$ cat src/rtl/mem_stage_ctrl.sv
// LC-3b MEM-stage controller: turns LDR/STR/LDB/STB/LDI/STI into data-cache requests and stalls until done.
// Optional MEM_ALIGN_TRAP_EN: misaligned word accesses skip the cache and raise align_fault.
`timescale 1ns/1ps
module mem_stage_ctrl #(
  parameter int WIDTH = 16
) (
  input  logic             clk,
  input  logic             reset,
  input  logic             in_valid,
  input  logic             mem_read,
  input  logic             mem_write,
  input  logic             mem_indirect,
  input  logic             mem_byte,
  input  logic [WIDTH-1:0] address,
  input  logic [WIDTH-1:0] store_data,
  input  logic [WIDTH-1:0] alu_out,
  input  logic             dmem_resp,
  input  logic [WIDTH-1:0] dmem_rdata,
  output logic             dmem_read,
  output logic             dmem_write,
  output logic [WIDTH-1:0] dmem_address,
  output logic [WIDTH-1:0] dmem_wdata,
  output logic [1:0]       dmem_byte_enable,
  output logic             stall,
  output logic [WIDTH-1:0] wb_data,
  output logic             align_fault
);

  typedef enum logic [1:0] {IDLE, ACC1, ACC2, DONE} state_t;

  state_t           state;
  logic [WIDTH-1:0] ptr;
  logic [WIDTH-1:0] result;
  logic             fault;

  logic mem_op;
  logic word_acc1;
  logic trap1;
  logic trap2;

  function automatic logic signed [WIDTH-1:0] sext_byte(input logic signed [7:0] b);
    return WIDTH'(b);
  endfunction

  function automatic logic [WIDTH-1:0] word_align(input logic [WIDTH-1:0] a);
    return {a[WIDTH-1:1], 1'b0};
  endfunction

  assign mem_op    = in_valid & (mem_read | mem_write);
  // Indirect accesses are always word-sized regardless of mem_byte.
  assign word_acc1 = mem_indirect | ~mem_byte;

`ifdef MEM_ALIGN_TRAP_EN
  assign trap1       = word_acc1 & address[0];
  assign trap2       = dmem_rdata[0];
  assign align_fault = fault & (state == DONE);
`else
  assign trap1       = 1'b0;
  assign trap2       = 1'b0;
  assign align_fault = 1'b0;
`endif

  // State and latches: pointer from first indirect access, load result, fault flag
  always_ff @(posedge clk) begin
    if (reset) begin
      state  <= IDLE;
      ptr    <= '0;
      result <= '0;
      fault  <= 1'b0;
    end else begin
      unique case (state)
        IDLE: begin
          fault <= 1'b0;
          if (mem_op) begin
            if (trap1) begin
              fault  <= 1'b1;
              result <= '0;
              state  <= DONE;
            end else begin
              state <= ACC1;
            end
          end
        end
        ACC1: begin
          if (dmem_resp) begin
            if (mem_indirect) begin
              ptr <= dmem_rdata;
              if (trap2) begin
                fault  <= 1'b1;
                result <= '0;
                state  <= DONE;
              end else begin
                state <= ACC2;
              end
            end else begin
              if (mem_read) begin
                if (mem_byte)
                  result <= sext_byte(address[0] ? dmem_rdata[15:8] : dmem_rdata[7:0]);
                else
                  result <= dmem_rdata;
              end
              state <= DONE;
            end
          end
        end
        ACC2: begin
          if (dmem_resp) begin
            if (mem_read)
              result <= dmem_rdata;
            state <= DONE;
          end
        end
        DONE: begin
          fault <= 1'b0;
          state <= IDLE;
        end
      endcase
    end
  end

  // Request and write-back decode from the current state
  always_comb begin
    dmem_read        = 1'b0;
    dmem_write       = 1'b0;
    dmem_address     = '0;
    dmem_wdata       = '0;
    dmem_byte_enable = 2'b11;
    stall            = 1'b0;
    wb_data          = alu_out;
    unique case (state)
      IDLE: begin
        stall = mem_op;
      end
      ACC1: begin
        stall = 1'b1;
        if (mem_read | mem_indirect)
          dmem_read = 1'b1;
        else
          dmem_write = 1'b1;
        if (word_acc1) begin
          dmem_address     = word_align(address);
          dmem_wdata       = store_data;
          dmem_byte_enable = 2'b11;
        end else begin
          dmem_address     = address;
          dmem_wdata       = {(WIDTH/8){store_data[7:0]}};
          dmem_byte_enable = address[0] ? 2'b10 : 2'b01;
        end
      end
      ACC2: begin
        stall        = 1'b1;
        dmem_address = word_align(ptr);
        dmem_wdata   = store_data;
        if (mem_read)
          dmem_read = 1'b1;
        else
          dmem_write = 1'b1;
      end
      DONE: begin
        if (fault)
          wb_data = '0;
        else if (mem_read)
          wb_data = result;
        else
          wb_data = alu_out;
      end
    endcase
  end

  a_rd_wr_excl: assert property (@(posedge clk) disable iff (reset) !(dmem_read && dmem_write));

endmodule
$ cat config.mk
export PLATFORM = sky130hd
export DESIGN_NAME = mem_stage_ctrl
export DESIGN_NICKNAME = d
export VERILOG_FILES = /design/src/rtl/mem_stage_ctrl.sv
export SDC_FILE = /design/constraint.sdc
export NUM_CORES = 1
export LEC_CHECK = 0
export CORE_ASPECT_RATIO = 1.75
export CORE_UTILIZATION = 30
export DETAILED_ROUTE_END_ITERATION = 12
export PLACE_DENSITY = 0.68
export SKIP_CTS_REPAIR_TIMING = 1
export SLEW_MARGIN = 20
export SYNTH_ARGS = -nofsm -noshare
export SYNTH_HDL_FRONTEND = slang
export SYNTH_SLANG_ARGS = --single-unit
export TNS_END_PERCENT = 20
$ cat constraint.sdc
create_clock -name clk -period 2.1 [get_ports clk]
set_input_delay 0.63 -clock clk [delete_from_list [all_inputs] [get_ports clk]]
set_output_delay 0.63 -clock clk [all_outputs]
set_load 0.02 [all_outputs]
==> flow_summary.rst <==
.. list-table::
   :header-rows: 1

   * - Metric
     - Value
   * - Run status
     - finished with violations
   * - Violations in the final reports
     - negative setup slack
   * - Cells on worst reg2reg path
     - 9
   * - Destination of the worst register-to-register timing path
     - result[15]
   * - IR Drop Worst-Case VDD
     - 0.000647 V
   * - First-iteration detailed-routing DRC count
     - 75
   * - Post-Synthesis Cells
     - 266
   * - Worst Path Required
     - 1.47 ns
   * - Remaining routing DRC violations
     - 0
   * - Minimum clock period
     - 2.26 ns
   * - Setup slack of the worst register-to-register path
     - 0.25 ns
   * - Hold Fails Final Rpt
     - 0
   * - Yosys warning count
     - 0
   * - Syn nets
     - 346
   * - Vias in the first global route
     - 2423
   * - Worst slack, placed
     - -1.01 ns
   * - Area used by sequential logic in the layout
     - 666 sq um
   * - CP Max Fanout
     - 6
   * - Number of antenna violations at the first check in global routing
     - 0
   * - Number of flops mapped to enable cells by yosys
     - 0
   * - Dpl hpwl
     - 5700 um
   * - Clock slew at the register clock pins of the worst setup and hold paths
     - 0.05 ns
   * - Die Y-Extent
     - 114 um
   * - Number of ports placed on the die boundary
     - 126
   * - Effective utilization at floorplan
     - 0.311
   * - Post-synthesis sequential element count
     - 33
   * - Total Wirelength
     - 8050 um
   * - Post-detailed-route via-to-cell ratio
     - 5.02
   * - Largest buffer count on any clock path
     - 2
   * - Switching part of the total
     - 0.424
   * - Via total after detailed routing
     - 2549
   * - Arrival time worst endpoint
     - 1.63 ns
   * - Final number of setup-violating endpoints
     - 52
   * - Antenna violation net count after detailed routing
     - 0
   * - RSZ-0062 raised after global routing
     - yes
   * - Final number of max-transition violations
     - 0
   * - Synth Cell Area
     - 2130 sq um
   * - Setup TNS
     - -4.77 ns
   * - Initial DRT Pass Iterations
     - 4
   * - Top post-synthesis cells by area
     - sky130_fd_sc_hd__dfxtp_1 31%, sky130_fd_sc_hd__mux2_2 8.5%, sky130_fd_sc_hd__a22oi_1 8.1%, sky130_fd_sc_hd__nand2_1 7.2%, sky130_fd_sc_hd__nor2_1 6.9%
   * - Floorplan core area
     - 6860 sq um
   * - Gr ovfl total
     - 0
   * - Width of the die
     - 65.7 um
   * - Worst r2r src
     - state[1]
   * - Startpoint type of the worst setup path
     - flop
   * - CTS root buf
     - sky130_fd_sc_hd__clkbuf_16
   * - Power density over the cells
     - 1250 nW/um^2
   * - Final worst setup slack
     - -0.159 ns
   * - Clock sinks
     - 33
   * - Share of async-settable or async-resettable flops after synthesis
     - 0
   * - Leakage dissipation
     - 0.00176 uW
   * - Area Growth Syn to Fin
     - 106%
   * - Worst clock skew
     - 0.00265 ns
   * - Fraction of final layout cells sized beyond drive strength 1
     - 0.472
   * - Logic pwr share
     - 0.684
   * - Share of synthesized area occupied by flip-flops and latches
     - 0.310
   * - Area leader, netlist
     - sky130_fd_sc_hd__dfxtp_1
   * - Mapped Avg Cell Area
     - 8.02 sq um
   * - CP Launch Point
     - state[1]
   * - Clock latency reported for the late side of the worst-skew pair
     - 0.27 ns
   * - Cell chain of the critical path
     - buf_6, ha_4, o21bai_4, buf_4, a22oi_2, nor2_4, buf_4
   * - Port Buf Inserts
     - 124
   * - Sequential cell fraction of total power
     - 0.163
   * - Crit Path Category
     - reg2out
   * - Routed wire length per instance
     - 15.8 um
   * - Fill cell instance count of the final layout
     - 577
   * - Die footprint
     - 7460 sq um
   * - Final Wtd Congestion
     - 0.805
   * - Combined global-route utilization of all metal layers
     - 0.192
   * - Buffer and inverter count on the worst path
     - 3
   * - Max-cap violations
     - 0
   * - Cell occurring most often along the worst timing path
     - sky130_fd_sc_hd__buf_4
   * - Critical path capture point
     - dmem_wdata[13]
   * - H-Tree Depth
     - 2
   * - Max incr delay on CP
     - 0.34 ns
   * - Switch Pwr
     - 2330 uW
   * - Area share of the largest cell type after synthesis
     - 0.310
   * - Nets@finish
     - 503
   * - Fraction of power consumed by the clock network
     - 0.154
   * - Top post-synthesis cells by count
     - 41 x sky130_fd_sc_hd__nand2_1, 39 x sky130_fd_sc_hd__nor2_1, 33 x sky130_fd_sc_hd__dfxtp_1, 24 x sky130_fd_sc_hd__a21oi_1, 23 x sky130_fd_sc_hd__a22oi_1
   * - Row count
     - 40
   * - CP endpoint kind
     - output pin
   * - Maximum number of pins on one net before global-route repair
     - 34
   * - Number of diodes added for antenna fixing
     - 0
   * - Cell with the biggest individual delay on the critical path
     - sky130_fd_sc_hd__dfxtp_2
   * - Max Fclk
     - 0.443 GHz
   * - Placed cell count
     - 490
   * - Most frequent cell after synthesis
     - sky130_fd_sc_hd__nand2_1
   * - Family of cells with the greatest summed delay on the critical path
     - buffers and inverters
   * - CTS tree
     - built
   * - Wire length of the first global-routing pass
     - 11300 um
   * - Instance count on the critical path
     - 7
   * - Hold crit path type
     - reg2reg
   * - Internal power of the cells
     - 3170 uW
   * - Multi-input combinational cell area
     - 1730 sq um
   * - Clock buffer count from CTS
     - 5
   * - Number of distinct library cell variants in the gate-level netlist after synthesis
     - 38
   * - Portion of the clock cycle consumed by the worst path in the final layout
     - 1.08
   * - Final cell count without fillers
     - 508
   * - Flip-flop cell with the highest count after synthesis
     - sky130_fd_sc_hd__dfxtp_1
==> per-stage QoR <==
step / total power, uW / hold slack [ns] / area [sq um] / util
after global placement: 3820 / 0.443 / 3790 / 0.552
after detailed placement: 3880 / 0.449 / 3790 / 0.552
after floorplan: 2710 / 0.429 / 2220 / -
after CTS: 4730 / 0.456 / 3960 / 0.578
after global routing: 5820 / 0.480 / 4390 / 0.640
final: 5500 / 0.457 / 4390 / 0.640
==> worst reg2reg max path: cells and delay by family, from the launching register on <==
family / cells / cell delay (ns)
AND/OR/NAND/NOR: 1 / 0.05
flip-flops: 1 / 0.36
adder cells (fa/ha/maj): 1 / 0.18
buffers and inverters: 4 / 0.54
AO/OA/AOI/OAI: 3 / 0.63
==> placed cells by master (no fill, tap or decap), types with 8 or more instances in the layout <==
cell type,count
sky130_fd_sc_hd__mux2i_1,10
sky130_fd_sc_hd__buf_12,8
sky130_fd_sc_hd__buf_4,38
sky130_fd_sc_hd__a22oi_2,23
sky130_fd_sc_hd__nand2_1,40
sky130_fd_sc_hd__mux2_4,11
sky130_fd_sc_hd__buf_2,9
sky130_fd_sc_hd__clkdlybuf4s50_1,68
sky130_fd_sc_hd__a21oi_1,24
sky130_fd_sc_hd__buf_6,41
sky130_fd_sc_hd__dfxtp_1,31
sky130_fd_sc_hd__nor2_4,8
sky130_fd_sc_hd__nor2_2,17
sky130_fd_sc_hd__nor2_1,16
==> cell type report <==
cell class,instances,share of cell area
Multi-Input combinational cell,209,0.395
Timing Repair Buffer,169,0.384
Sequential cell,33,0.152
Clock buffer,7,0.0325
Tap cell,84,0.0240
Clock inverter,1,0.00684
Inverter,5,0.00599
==> layer usage <==
metal | wire length, um | vias up | track usage
met4 | 219 | 0 | 0.0754
met1 | 2880 | 1192 | 0.212
met2 | 4470 | 93 | 0.354
met3 | 474 | 17 | 0.0310
met5 | 0 | - | 0
li1 | - | 1247 | -
==> logic make-up after synthesis <==
kind of cell,share of synthesized area
other,0.00176
buffers and inverters,0.0546
adders and majority gates,0.0470
and+or+nand+nor,0.206
muxes,0.131
AOI/OAI and AO/OA,0.249
DFF,0.310
==> how the worst min path moves through the flow <==
| stage | start | end | slack, ns | cells after the start |
|---|---|---|---|---|
| finish | result[13] | result[13] | 0.46 | 2 |
| global route | result[13] | result[13] | 0.48 | 2 |
| CTS | ptr[8] | ptr[8] | 0.46 | 2 |
| detailed placement | ptr[8] | ptr[8] | 0.45 | 2 |
| global placement | result[11] | result[11] | 0.44 | 2 |
| floorplan | result[10] | result[10] | 0.43 | 2 |
==> flip-flops by register name, indices dropped and copies added, names as in the netlist <==
register,count
state,2
result,16
ptr,15
==> power groups by stage <==
stage / Combinational [uW] / Clock (uW) / Sequential (uW)
after detailed placement: 3010 / 0 / 876
final: 3760 / 845 / 896
after floorplan: 1850 / 0 / 858
after global placement: 2950 / 0 / 873
after CTS: 3020 / 848 / 865
after global routing: 4030 / 880 / 912
Power figures use the tool's default switching activity.
